$ cat config.mk
export PLATFORM = sky130hd
export DESIGN_NAME = home_mem_responder
export DESIGN_NICKNAME = d
export VERILOG_FILES = /design/src/rtl/home_mem_responder.sv
export SDC_FILE = /design/constraint.sdc
export NUM_CORES = 1
export LEC_CHECK = 0
export ABC_AREA = 1
export CAP_MARGIN = 10
export CORE_UTILIZATION = 45
export CTS_CLUSTER_SIZE = 14
export DETAILED_ROUTE_END_ITERATION = 10
export PLACE_DENSITY = 0.68
export SYNTH_ARGS = -nofsm -noshare
export SYNTH_HDL_FRONTEND = slang
export SYNTH_SLANG_ARGS = --single-unit
export TNS_END_PERCENT = 50
$ cat constraint.sdc
create_clock -name clk -period 1.4 [get_ports clk]
set_input_delay 0.21 -clock clk [delete_from_list [all_inputs] [get_ports clk]]
set_output_delay 0.21 -clock clk [all_outputs]
set_load 0.01 [all_outputs]
$ cat src/rtl/home_mem_responder.sv
// rtl/home_mem_responder.sv - home-memory block responder serving directory reads and write-backs after a fixed latency
// Optional build macro: HOME_MEM_STATS_EN adds saturating rd_count/wr_count response counters.
module home_mem_responder #(
    parameter int ADDR_W  = 2,
    parameter int DATA_W  = 1,
    parameter int LATENCY = 2
) (
    input  logic              clk,
    input  logic              reset,
    input  logic              req_valid,
    output logic              req_ready,
    input  logic              req_write,
    input  logic [ADDR_W-1:0] req_addr,
    input  logic [DATA_W-1:0] req_data,
    output logic              rsp_valid,
    input  logic              rsp_ready,
    output logic              rsp_write,
    output logic [DATA_W-1:0] rsp_data
`ifdef HOME_MEM_STATS_EN
    ,
    output logic [7:0]        rd_count,
    output logic [7:0]        wr_count
`endif
);

    localparam int         DEPTH = 1 << ADDR_W;
    localparam logic [3:0] LOAD  = 4'(LATENCY - 1);

    typedef enum logic [1:0] {
        S_IDLE,
        S_ACCESS,
        S_RESP
    } state_t;

    state_t              r_state;
    state_t              w_next;
    logic [3:0]          r_cnt;
    logic                r_write;
    logic [ADDR_W-1:0]   r_addr;
    logic [DATA_W-1:0]   r_wdata;
    logic [DATA_W-1:0]   r_mem [DEPTH];
    logic                r_rsp_write;
    logic [DATA_W-1:0]   r_rsp_data;
    logic                w_accept;
    logic                w_commit;
    logic                w_consume;

    assign rsp_write = r_rsp_write;
    assign rsp_data  = r_rsp_data;

    // State register; reset always lands in IDLE so req_ready is up as soon as reset drops.
    always_ff @(posedge clk or posedge reset) begin
        if (reset) begin
            r_state <= S_IDLE;
        end else begin
            r_state <= w_next;
        end
    end

    // Next-state and handshake decode; req_ready and rsp_valid depend on state only.
    always_comb begin
        w_next    = r_state;
        req_ready = 1'b0;
        rsp_valid = 1'b0;
        w_accept  = 1'b0;
        w_commit  = 1'b0;
        w_consume = 1'b0;
        case (r_state)
            S_IDLE: begin
                req_ready = 1'b1;
                if (req_valid) begin
                    w_accept = 1'b1;
                    w_next   = S_ACCESS;
                end
            end
            S_ACCESS: begin
                if (r_cnt == 4'd0) begin
                    w_commit = 1'b1;
                    w_next   = S_RESP;
                end
            end
            S_RESP: begin
                rsp_valid = 1'b1;
                if (rsp_ready) begin
                    w_consume = 1'b1;
                    w_next    = S_IDLE;
                end
            end
            default: w_next = S_IDLE;
        endcase
    end

    // Request latch, latency countdown and response registers frozen until the handshake.
    always_ff @(posedge clk or posedge reset) begin
        if (reset) begin
            r_cnt       <= 4'd0;
            r_write     <= 1'b0;
            r_addr      <= '0;
            r_wdata     <= '0;
            r_rsp_write <= 1'b0;
            r_rsp_data  <= '0;
        end else begin
            if (w_accept) begin
                r_cnt   <= LOAD;
                r_write <= req_write;
                r_addr  <= req_addr;
                r_wdata <= req_data;
            end else if (r_state == S_ACCESS && r_cnt != 4'd0) begin
                r_cnt <= r_cnt - 4'd1;
            end
            if (w_commit) begin
                r_rsp_write <= r_write;
                r_rsp_data  <= r_write ? '0 : r_mem[r_addr];
            end
        end
    end

    // Block array; a write lands only at its commit edge, so reset discards one still in flight.
    always_ff @(posedge clk or posedge reset) begin
        if (reset) begin
            for (int i = 0; i < DEPTH; i++) begin
                r_mem[i] <= '0;
            end
        end else if (w_commit && r_write) begin
            r_mem[r_addr] <= r_wdata;
        end
    end

`ifdef HOME_MEM_STATS_EN
    logic [7:0] r_rd_count;
    logic [7:0] r_wr_count;

    assign rd_count = r_rd_count;
    assign wr_count = r_wr_count;

    // Saturating counts of consumed read and write-back responses.
    always_ff @(posedge clk or posedge reset) begin
        if (reset) begin
            r_rd_count <= 8'd0;
            r_wr_count <= 8'd0;
        end else if (w_consume) begin
            if (r_rsp_write) begin
                if (r_wr_count != 8'hFF) r_wr_count <= r_wr_count + 8'd1;
            end else begin
                if (r_rd_count != 8'hFF) r_rd_count <= r_rd_count + 8'd1;
            end
        end
    end
`endif

endmodule
Yosys cells after proc, flatten, opt, wreduce, memory -nomap -nowiden

Cells that the tools add are included.

$add $sub $neg: 1
Order comparisons: 2
Equal/unequal tests: 5
Muxes and demuxes: 19
Bitwise operators: 1
Reductions and logical operators: 8

Operators by type and width:

| operator            | count |
|---|---|
| $mux 1              | 10 |
| $mux 4              | 2 |
| $mux 2              | 3 |
| $ne 2x2->1 const B  | 3 |
| $pmux 2 s3          | 1 |
| $bwmux 4            | 1 |
| $logic_not 4->1     | 1 |
| $reduce_bool 4->1   | 1 |
| $sub 4x1->4 const B | 1 |
| $ge 3x3->1 const B  | 1 |
| $logic_and 1x1->1   | 3 |
| $lt 3x1->1 const B  | 1 |
| $not 2->3           | 1 |
| $reduce_and 3->1    | 1 |
| $bmux 1 s2          | 1 |
| $demux 1 s2         | 1 |
| $eq 2x1->1 const B  | 1 |
| $eq 2x2->1 const B  | 1 |
| $logic_not 2->1     | 1 |
| $reduce_bool 2->1   | 1 |

Flip-flop bits (word level): 16
Bits of input ports: 8
Output and inout port bits: 4

Longest topological paths before layout

Word-level depth: 6
Gate-level depth with buffers: 8
Mapped depth without buffers: 8

Least setup slack after synthesis

Ideal clock, no wire load.

Path kind: reg2reg
From: reg r_cnt[0]
To: reg r_rsp_data, in the netlist rsp_data
Arrival time: 1,131 ps
Required time: 1,335 ps
Slack: 205 ps
Stages on the path, launching flop included: 9
Buffers on the path: 0
Period minus slack after synthesis: 1,195 ps
Cell sequence: dfrtp_1 > inv_1 > ha_1 > nand2_2 > nor2_4 > nand2_2 > nor2_2 > nand2_1 > nand2_1

Word-level cells in the longest chain between the ends: 3

Ends and longest elaborated chain:

| what                     | RTL line | source |
|---|---|---|
| start: declaration       | 37       | `logic [3:0] r_cnt;` |
| start signal: assignment | 109      | `r_cnt <= r_cnt - 4'd1;` |
| $logic_not 4->1          | 77       | `if (r_cnt == 4'd0) begin` |
| $mux 1                   | 77       |  |
| $mux 1                   | 68       | `case (r_state)` |
| end signal: assignment   | 113      | `r_rsp_data <= r_write ? '0 : r_mem[r_addr];` |
| end: declaration         | 43       | `logic [DATA_W-1:0] r_rsp_data;` |

No other way between the ends.
A chain may end at the register's enable or synchronous reset.

Worst setup path after layout

From: reg r_state[0]
To: out req_ready

Word-level cells in the longest chain between the ends: 2

Ends and longest elaborated chain:

| what                     | RTL line | source |
|---|---|---|
| start: declaration       | 35       | `state_t r_state;` |
| start signal: assignment | 56       | `r_state <= w_next;` |
| $logic_not 2->1          | 68       |  |
| $mux 1                   | 68       |  |
| end: declaration         | 11       | `output logic req_ready,` |

No other way between the ends.

==> impl_metrics.toml <==
[die]
initial_core_util_pct = 48.4
dieArea_um2 = 2030
core.rowCount = 15
dieWidth_um = 45.1
boundaryPins = 12
die_h_um = 45.1
core_area_um2 = 1730

[yosys]
synthesis.instances = 104
yosysWarnings = 0
syn_area_um2 = 836
synth_seq_cells = 16
ys_types = 18
yosysSeqAreaShare_pct = 47.9
yosys-top-cells-area = "dfrtp_1 48%, nand2_1 15%, nand4_1 6.7%"
synth_top_area_share_pct = 47.9
synth_area_per_cell_um2 = 8.04
syn_nets = 114
synth_top_area_cell = "dfrtp_1"

[timing]
finalCriticalPeriod_ns = 1.32
fmax_mhz = 755
skew_ns = 0.00399
slew_violations = 0
hold_violations = 0
maxSlewHeadroom_pct = 78.6
fin_crit_sh_pct = 94.6
setup_viol = 0
tightest_slew_ns = 0.322

[critical_path]
crit_type = "flip-flop to output port"
end_kind = "output port"
ff2ff_path_depth = 8
critPathMaxFanout = 4
reg2reg_slack_ns = 0.08
worstReg2RegStart = "r_cnt[1]"
worstReg2RegEnd = "rsp_data"
worst_setup_path_start_kind = "flip-flop"
cp.arrival_ns = 1.11
cp_data_required_time_ns = 1.19

[detailed_routing]
routed_wl_mm = 1.67
drcViolationCount = 0
drtPass1Iterations = 4
drtAntennaViolNets = 0
wl_per_cell_um = 11.5
viasPerCell = 5.00
drt_iter0_markers = 14
vias = 730

[cells_and_area]
layout_common_cells = "34 x nand2_1, 16 x dfrtp_1, 9 x nand4_1"
drive_above_1_share_pct = 19.8
diodes = 0
nets = 133
area_delta_synth_final_pct = 24.7
final_common_cell = "nand2_1"
final_util_pct = 60.4

[placement]
port_buffers = 11
dp.final_hpwl_mm = 1.19
gp_congestion = 0.800

[clock_tree]
cts_tree = "yes"
clk_pin_slew_worst_paths_ns = 0.09
cts_max_path_buffers = 2
cts_hold_buf = 0
cts_buffers = 3
insertion_delay_ns = 0.29
cts_sinks = 16
cts-root-buf = "clkbuf_4"
h-tree-depth = 1

[pwr]
vdd_ir_drop_max_v = 0.00122
powerDensity_nw_per_um2 = 2110
total_power_uw = 2200
leakagePower_uw = 0.000549

[global_route]
grt_start_max_net_pins = 17
overflow = 0
grt_pass1_vias = 616
gr-usage-all-layers_pct = 18.5
grt_first_pass_wirelength_mm = 2.64
antenna_found_initial = 0

[job]
cap_violations = 0

[worst_hold_path]
hold_path.class = "primary input to asynchronous set/reset pin"

[outcome]
status = "completed"
## critical path: stages, from the launching register on
cell             delay, ns
dfrtp_1               0.43
nor2_2                0.14
clkdlybuf4s15_1       0.26
## power by group
part,total [µW],switching [µW],internal (µW)
Clock,247,146,100
Combinational,1090,658,437
Sequential,856,205,651
Total,2200,1010,1190
## flip-flops by register name, summed over array words and instances, names as in the netlist
register,flops
rsp_data,1
r_cnt,4
r_mem,4
rsp_write,1
r_state,2
r_addr,2
r_wdata,1
r_write,1
## cell usage after synthesis
| cell | instances |
|---|---|
| o21ai_2 | 1 |
| o21ai_0 | 2 |
| nand2_1 | 34 |
| ha_1 | 2 |
| nor2_4 | 2 |
| inv_2 | 3 |
| nor2_2 | 3 |
| a21oi_1 | 1 |
| o21ai_1 | 1 |
| nor2_1 | 7 |
| xor2_1 | 1 |
| nand3_1 | 5 |
| nand4_1 | 9 |
| clkbuf_1 | 1 |
| o31ai_1 | 1 |
| nand2_2 | 7 |
| dfrtp_1 | 16 |
| inv_1 | 8 |
## stage by stage
| stage | area, µm² | std cells | hold slack (ns) | setup TNS [ns] | setup WS [ns] |
|---|---|---|---|---|---|
| global route | 1040 | 146 | 0.256 | -0.00751 | -0.00751 |
| finish | 1040 | 146 | 0.215 | 0 | 0.0753 |
| global placement | 988 | 141 | 0.456 | 0 | 0.122 |
| CTS | 1010 | 144 | 0.223 | 0 | 0.00852 |
| detailed placement | 988 | 141 | 0.461 | 0 | 0.0956 |
| floorplan | 836 | 104 | 0.124 | 0 | 0.205 |
## metal layers
metal  wire [µm]  share of wire (%)  global-route usage [%]
met1         792                 47                    24.7
met2         789                 47                    27.8
met3          52                3.1                    3.60
met4          40                2.4                    10.9
met5           0                  0                       0
## area by class of cell
cell class                 count  area, µm²
clock buffer                   3       22.5
fill                         153        684
inverter                      11       41.3
multi-input combinational     76        403
sequential                    16        400
tap                           25       31.3
timing repair buffer          15        144
## worst max path at each step
stage | slack [ns] | startpoint | end | cells after the start
after floorplan | 0.20 | r_cnt[0] | rsp_data | 8
after global placement | 0.12 | r_state[0] | req_ready | 2
after detailed placement | 0.1 | r_state[0] | req_ready | 2
after CTS | 0.009 | rsp_data | rsp_data | 1
after global routing | -0.008 | r_cnt[1] | rsp_data | 8
final | 0.08 | r_state[0] | req_ready | 2
## kinds of logic after synthesis
group	after synthesis	share of synthesized area, %
xor+xnor	1	1.05
compound gates	6	4.34
fa+ha+maj	2	2.99
flops	16	47.9
buf+inv	12	5.39
simple gates	67	38.3
## repair_timing
action	CTS	global route
setup endpoints to repair	2	5
resized for setup	2	5
pin swaps	0	1
setup buffers	0	2
Power figures use the tool's default switching activity.
